[src/rtl/alu_seq_controller.sv]
// Sequential ALU control: latches ALU_op on start, decodes datapath controls,
// and sequences the WIDTH-iteration shift-add multiplier for MUL_OP.
module alu_seq_controller #(
  parameter int              WIDTH  = 32,
  parameter int              OP_W   = 3,
  parameter logic [OP_W-1:0] MUL_OP = OP_W'(3'b101),
  parameter int              CNT_W  = $clog2(WIDTH + 1)
) (
  input  logic             clk,
  input  logic             reset,
  input  logic             start,
  input  logic             abort,
  input  logic [OP_W-1:0]  ALU_op,
  input  logic             mul_lsb,
  output logic             bitwise,
  output logic             carry_in,
  output logic             mux_dec,
  output logic             busy,
  output logic             done,
  output logic             mul_load,
  output logic             mul_add,
  output logic             mul_shift,
  output logic [CNT_W-1:0] iter_cnt,
  output logic [1:0]       state_dbg
);

  // Handshake: start (with ALU_op) is accepted only while busy=0 and abort=0;
  // busy stays high until the one-cycle done pulse has been issued, and an
  // abort in LOAD/CALC returns to idle without any done.
  typedef enum logic [1:0] {
    IDLE = 2'd0,
    LOAD = 2'd1,
    CALC = 2'd2,
    DONE = 2'd3
  } state_t;

  state_t          state, state_nxt;
  logic [OP_W-1:0] op_q;
  logic            accept;
  logic            last_iter;
  logic            upper_zero;
  logic            bw_raw;

  assign accept    = (state == IDLE) && start && !abort;
  assign last_iter = (iter_cnt == CNT_W'(WIDTH - 1));
  assign busy      = (state != IDLE);
  assign state_dbg = state;

  always_ff @(posedge clk or posedge reset) begin
    if (reset) begin
      state    <= IDLE;
      op_q     <= '0;
      iter_cnt <= '0;
    end else begin
      state <= state_nxt;
      if (accept) op_q <= ALU_op;
      case (state)
        LOAD:    iter_cnt <= '0;
        CALC:    iter_cnt <= abort ? '0 : iter_cnt + CNT_W'(1);
        default: iter_cnt <= iter_cnt;
      endcase
    end
  end

  always_comb begin
    state_nxt = state;
    mul_load  = 1'b0;
    mul_add   = 1'b0;
    mul_shift = 1'b0;
    done      = 1'b0;
    case (state)
      IDLE: begin
        if (accept) state_nxt = (ALU_op == MUL_OP) ? LOAD : DONE;
      end
      LOAD: begin
        mul_load  = 1'b1;
        state_nxt = abort ? IDLE : CALC;
      end
      CALC: begin
        // Datapath still sees this cycle's shift/add even when aborting.
        mul_shift = 1'b1;
        mul_add   = mul_lsb;
        if (abort)          state_nxt = IDLE;
        else if (last_iter) state_nxt = DONE;
      end
      DONE: begin
        done      = 1'b1;
        state_nxt = IDLE;
      end
      default: state_nxt = IDLE;
    endcase
  end

  // Any set bit above the 3-bit opcode field invalidates the decode.
  assign upper_zero = ((op_q >> 3) == '0);
  assign bw_raw     = op_q[2] & (op_q[1] | (~op_q[1] & ~op_q[0]));
  assign bitwise    = busy & upper_zero & bw_raw;
  assign carry_in   = busy & upper_zero & bw_raw;
  assign mux_dec    = busy & upper_zero & (&op_q[2:0]);

endmodule

[config.mk]
export PLATFORM = sky130hd
export DESIGN_NAME = alu_seq_controller
export DESIGN_NICKNAME = d
export VERILOG_FILES = /design/src/rtl/alu_seq_controller.sv
export SDC_FILE = /design/constraint.sdc
export NUM_CORES = 1
export LEC_CHECK = 0
export ABC_AREA = 1
export CORE_MARGIN = 3
export CORE_UTILIZATION = 43
export CTS_CLUSTER_DIAMETER = 50
export CTS_CLUSTER_SIZE = 24
export DETAILED_ROUTE_END_ITERATION = 10
export PLACE_DENSITY = 0.77
export REMOVE_ABC_BUFFERS = 1
export SLEW_MARGIN = 20
export SYNTH_ARGS = -nofsm -noshare
export SYNTH_HDL_FRONTEND = slang
export SYNTH_SLANG_ARGS = --single-unit
[constraint.sdc]
create_clock -name clk -period 1.7 [get_ports clk]
set_input_delay 0.51 -clock clk [delete_from_list [all_inputs] [get_ports clk]]
set_output_delay 0.51 -clock clk [all_outputs]
set_load 0.05 [all_outputs]
==> results of run 1 <==
==> kinds of logic (layout without fill, tap and decap cells) <==
family          after synthesis  in the layout  synth area share
compound gates               10             10            0.0899
buf+inv                      18             56             0.105
flops                        11             11             0.404
fa+ha+maj                     6              6             0.110
simple gates                 40             40             0.266
xor+xnor                      2              2            0.0257
==> metrics by stage <==
step                hold slack, ns  setup slack [ns]  instances  utilization  area, µm²
floorplan                    0.362             -2.14         86            -        674
global placement             0.507           -0.0454        130        0.807       1130
detailed placement           0.517           -0.0555        130        0.807       1130
CTS                          0.527            -0.118        136        0.861       1200
global route                 0.545            -0.266        140        0.887       1240
finish                       0.521            -0.189        140        0.887       1240
==> worst paths after layout <==
kind | from | to | cells past startpoint
setup / recovery | state_dbg[0]$_DFFE_PP0P_ | carry_in | 5
hold / removal | reset | iter_cnt[3]$_DFFE_PP0P_ | 2
setup reg to reg | state_dbg[0]$_DFFE_PP0P_ | state_dbg[0]$_DFFE_PP0P_ | 10
hold reg to reg | op_q[2]$_DFFE_PP0P_ | op_q[2]$_DFFE_PP0P_ | 2
max in group asynchronous | reset | iter_cnt[2]$_DFFE_PP0P_ | 2
min in group clk | op_q[2]$_DFFE_PP0P_ | op_q[2]$_DFFE_PP0P_ | 2
==> what timing repair did <==
| action | CTS | global route |
|---|---|---|
| setup buffers | 2 | 6 |
| hold endpoints to repair | 0 | 0 |
| gates resized for setup | 10 | 2 |
| hold buffers | 0 | 0 |
| setup endpoints to repair | 8 | 8 |
| pin swaps | 1 | 1 |
==> power by group <==
group	switching, mW	leakage (nW)	internal, mW	total (mW)
sequential	0.0745	0.143	0.342	0.416
clock	0.0855	0.0150	0.0908	0.176
combinational	1.12	0.452	0.969	2.09
total	1.28	0.610	1.40	2.68
==> synthesized netlist by cell type <==
master and count:
nand2_1 21, inv_1 16, dfrtp_1 11, ha_1 6
nand3_1 6, nor2_1 6, o21ai_0 4, a21oi_1 3
a211oi_1 2, nor2_2 2, nor3_1 2, xnor2_1 2
buf_4 1, inv_2 1, nand2_2 1, nand3_2 1
nor2_4 1, o21bai_2 1
==> routing by layer <==
metal | track usage | routed length, µm | vias to the layer above
li1 | - | - | 342
met3 | 0.0316 | 116 | 7
met2 | 0.432 | 1160 | 29
met5 | 0 | 0 | -
met1 | 0.185 | 834 | 340
met4 | 0.102 | 48 | 0
==> cell type report <==
cell class              count  area [µm²]  share of cell area
repair buffers             35         484               0.390
multi-input cells          58         370               0.298
flip-flops and latches     11         275               0.222
inverters                  17        66.3              0.0534
clock buffers               4        26.3              0.0212
well taps                  15        18.8              0.0151
==> flip-flops by register name, summed over array words and instances, names as in the netlist <==
signal,cells
op_q,3
state_dbg,2
iter_cnt,6
==> worst reg2reg max path, stage by stage (launching register included) <==
cell     delay [ns]
dfrtp_1        0.39
inv_2          0.10
ha_4           0.15
buf_4          0.11
buf_6          0.10
buf_4          0.10
nand3_2        0.14
nand2_1        0.14
nand2_1        0.08
nand2_1        0.07
nand2_1        0.06
==> reports/qor.tcl, run 1 <==
set qor(unrepaired_setup_endpoints_after_global_routing) {yes}
set qor(worst_clock_skew_ns) 0.00766
set qor(mostFrequentLayoutCells) {nand2_1, buf_12, inv_1}
set qor(finalHoldViolCount) 0
set qor(crit_chain) {inv_2, ha_4, a211oi_2, buf_4, buf_12}
set qor(globalRouteTotalUtil) 0.208
set qor(drt-wirelength-per-cell_um) 15.4
set qor(syn-instance-count) 87
set qor(nFillCells) 60
set qor(drt_iter0_drc) 8
set qor(finalMaxSlewViolations) 0
set qor(outcome) {finished with violations}
set qor(route.antenna.remaining_nets) 0
set qor(slew_at_the_pin_closest_to_its_max_slew_limit_ns) 0.413
set qor(synth_top_area_share) 0.404
set qor(grt-ovfl-total) 0
set qor(synth_area_per_cell_um2) 7.84
set qor(p_per_area_nw_per_um2) 2160
set qor(max_stage_delay_ns) 0.36
set qor(setup-violations-final) 7
set qor(worst_ep_required_time_ns) 1.19
set qor(synth.lib_cells_used.distinct) 18
set qor(synth.ff_latch_count) 11
set qor(area_enclosed_by_the_die_boundary_um2) 2100
set qor(num_antenna_cells) 0
set qor(drive_gt1_frac) 0.368
set qor(clk_latency_ns) 0.27
set qor(finalWorstSetupSlack_ns) -0.189
set qor(cts-buffers-inserted) 3
set qor(floorplan.core_area_um2) 1400
set qor(critical_path.top_delay_family) {buffers and inverters}
set qor(yosys.area.top_type) {dfrtp_1}
set qor(arrival_ns) 1.38
set qor(cts_tree) {done}
set qor(regToRegSetupSlack_ns) 0.16
set qor(max_vdd_drop_mv) 1.33
set qor(floorplan.initialDensity) 0.487
set qor(htree_levels) 1
set qor(path_buf_inv) 3
set qor(dr.pass1.iters) 4
set qor(clock.fmax_mhz) 529
set qor(finish.net_count) 140
set qor(detailedPlacementHpwl_mm) 1.24
set qor(die_width_um) 45.8
set qor(total_power_mw) 2.68
set qor(ys.warnings.count) 0
set qor(cap_violations) 0
set qor(crit_path_max_fanout) 3
set qor(grt_pass1_wl_mm) 3.03
set qor(clk_pin_slew_ns) 0.07
set qor(violations_in_the_final_reports) {setup timing}
set qor(final_common_cell) {nand2_1}
set qor(ctsRootBufferMaster) {clkbuf_4}
set qor(slew_headroom) 0.725
set qor(drt-total-wl_mm) 2.16
set qor(critical_path_class) {flip-flop to output pin}
set qor(grt_max_degree) 12
set qor(via_per_inst) 5.13
set qor(worst_setup_path_end_kind) {output pin}
set qor(flow.area_growth_from_synthesis_pct) 82.0
set qor(cts.sink_count) 11
set qor(synth.cell_area_um2) 682
set qor(slowest_stage_cell_crit_path) {dfrtp_1}
set qor(timing.final.crit_share) 1.11
set qor(vias_in_the_first_global_route) 729
set qor(final_period_minus_worst_setup_slack_ns) 1.89
set qor(std_cell_rows) 13
set qor(leakage_nw) 0.610
set qor(cts.path.max_buffers) 2
set qor(antenna_violations_before_repair) 0
set qor(dr_total_vias) 718
set qor(gpl.final_weighted_congestion) 0.721
set qor(fin_tns_setup_ns) -0.752
set qor(buffer_ports.inserted) 23
set qor(synth.yosys.seq_area_share) 0.404
set qor(die_h_um) 45.8
set qor(worstHoldPathType) {input pin to async pin}
set qor(critical_path.startpoint_type) {flip-flop}
set qor(yosys-top-cells-area) {dfrtp_1, nand2_1, ha_1, inv_1, nand3_1}
set qor(pin_count) 24
set qor(remaining_drc_errors) 0
(Power assumes the default switching activity.)
==> inputs of run 2 (changes only) <==
Settings changed: SETUP_SLACK_MARGIN set to 0.2.
==> run 2 against run 1 <==
The run still ends with setup timing left. Setup slack got worse by 0.054 ns. Design area is 6.9% higher. Core utilization grew 6.1 points. First-iteration DRC count rose to 4.9 times the previous value. Non-clock buffer count increased by 5. Critical endpoint is now bitwise.
==> reports/qor.tcl, run 2 (synthesis gave the netlist of run 1 again) <==
set qor(finish.net_count) 145
set qor(pin_count) 24
set qor(buffer_ports.inserted) 23
set qor(dr.pass1.iters) 4
set qor(finalHoldViolCount) 0
set qor(flow.area_growth_from_synthesis_pct) 94.5
set qor(htree_levels) 1
set qor(floorplan.core_area_um2) 1400
set qor(worst_ep_required_time_ns) 1.19
set qor(area_enclosed_by_the_die_boundary_um2) 2100
set qor(violations_in_the_final_reports) {setup timing}
set qor(grt-ovfl-total) 0
set qor(crit_path_max_fanout) 3
set qor(fin_tns_setup_ns) -1.17
set qor(setup-violations-final) 9
set qor(globalRouteTotalUtil) 0.214
set qor(cts_tree) {done}
set qor(worst_setup_path_end_kind) {output pin}
set qor(clock.fmax_mhz) 515
set qor(p_per_area_nw_per_um2) 2220
set qor(outcome) {finished with violations}
set qor(worstHoldPathType) {input pin to async pin}
set qor(cap_violations) 0
set qor(detailedPlacementHpwl_mm) 1.24
set qor(finalWorstSetupSlack_ns) -0.243
set qor(grt_max_degree) 12
set qor(ctsRootBufferMaster) {clkbuf_4}
set qor(remaining_drc_errors) 0
set qor(grt_pass1_wl_mm) 3.13
set qor(largest_register_ffs) 6
set qor(leakage_nw) 0.638
set qor(worst_clock_skew_ns) 0.00227
set qor(unrepaired_setup_endpoints_after_global_routing) {yes}
set qor(route.antenna.remaining_nets) 0
set qor(mostFrequentLayoutCells) {nand2_1, buf_12, inv_1, buf_4, dfrtp_1}
set qor(die_width_um) 45.8
set qor(via_per_inst) 5.72
set qor(cts.path.max_buffers) 2
set qor(vias_in_the_first_global_route) 740
set qor(timing.final.crit_share) 1.14
set qor(dr_total_vias) 830
set qor(total_power_mw) 2.94
set qor(drive_gt1_frac) 0.438
set qor(floorplan.initialDensity) 0.487
set qor(critical_path_class) {flip-flop to output pin}
set qor(die_h_um) 45.8
set qor(arrival_ns) 1.43
set qor(nFillCells) 34
set qor(drt-wirelength-per-cell_um) 19.6
set qor(max_vdd_drop_mv) 1.67
set qor(num_antenna_cells) 0
set qor(finalMaxSlewViolations) 0
set qor(slew_headroom) 0.707
set qor(largest_register) {iter_cnt}
set qor(drt-total-wl_mm) 2.85
set qor(clk_pin_slew_ns) 0.08
set qor(cts.sink_count) 11
set qor(drt_iter0_drc) 39
set qor(clk_latency_ns) 0.28
set qor(cts-buffers-inserted) 3
set qor(slew_at_the_pin_closest_to_its_max_slew_limit_ns) 0.439
set qor(antenna_violations_before_repair) 0
set qor(final_period_minus_worst_setup_slack_ns) 1.94
set qor(final_common_cell) {nand2_1}
set qor(critical_path.startpoint_type) {flip-flop}
set qor(std_cell_rows) 13
set qor(gpl.final_weighted_congestion) 0.721
[run 2: path summary, 6_finish.rpt]
kind / to / cells after the start / slack [ns] / startpoint
worst min-delay path: op_q[2]$_DFFE_PP0P_ / 2 / 0.54 / reset
worst max register to register: state_dbg[1]$_DFFE_PP0P_ / 11 / 0.11 / state_dbg[1]$_DFFE_PP0P_
min in group clk: op_q[1]$_DFFE_PP0P_ / 2 / 0.60 / op_q[1]$_DFFE_PP0P_
max in group asynchronous: iter_cnt[0]$_DFFE_PP0P_ / 2 / 0.84 / reset
worst max-delay path: bitwise / 5 / -0.24 / state_dbg[1]$_DFFE_PP0P_
worst min register to register: op_q[1]$_DFFE_PP0P_ / 2 / 0.60 / op_q[1]$_DFFE_PP0P_
[run 2: layout make-up]
| class | instances | area [µm²] | area share |
|---|---|---|---|
| timing repair buffer | 40 | 537 | 0.405 |
| multi-input combinational | 58 | 400 | 0.302 |
| sequential | 11 | 278 | 0.209 |
| inverter | 17 | 66.3 | 0.0500 |
| clock buffer | 4 | 26.3 | 0.0198 |
| tap | 15 | 18.8 | 0.0142 |
[run 2: timing repair]
action,CTS,global route
pin swaps,2,3
buffers inserted,5,6
hold buffers,0,0
gates cloned,0,0
gates resized for setup,14,11
setup endpoints to repair,8,16
[run 2: worst max-delay path, stage by stage, from the launching register on]
cell and delay [ns]:
dfrtp_1 0.41, inv_2 0.08, ha_4 0.18, a211oi_2 0.18, buf_4 0.18, buf_12 0.13
[run 2: where the power goes]
group	leakage, nW	internal (mW)	switching [mW]
Combinational	0.483	1.08	1.23
Clock	0.0150	0.0912	0.104
Sequential	0.140	0.345	0.0902
Total	0.638	1.52	1.43
[run 2: through the flow]
stage | std cells | area (µm²) | utilization | hold slack, ns | setup slack (ns)
after floorplan | 86 | 674 | - | 0.362 | -2.14
after global placement | 130 | 1130 | 0.807 | 0.507 | -0.0454
after detailed placement | 130 | 1130 | 0.807 | 0.517 | -0.0555
after CTS | 139 | 1250 | 0.893 | 0.527 | -0.108
after global routing | 145 | 1330 | 0.948 | 0.548 | -0.258
final | 145 | 1330 | 0.948 | 0.537 | -0.243
[run 2: routing by layer]
layer / vias up / track usage / wire length, µm
met5: - / 0 / 0
met4: 0 / 0.0966 / 82
met3: 9 / 0.0356 / 236
met2: 66 / 0.432 / 1480
met1: 399 / 0.202 / 1050
li1: 356 / - / -
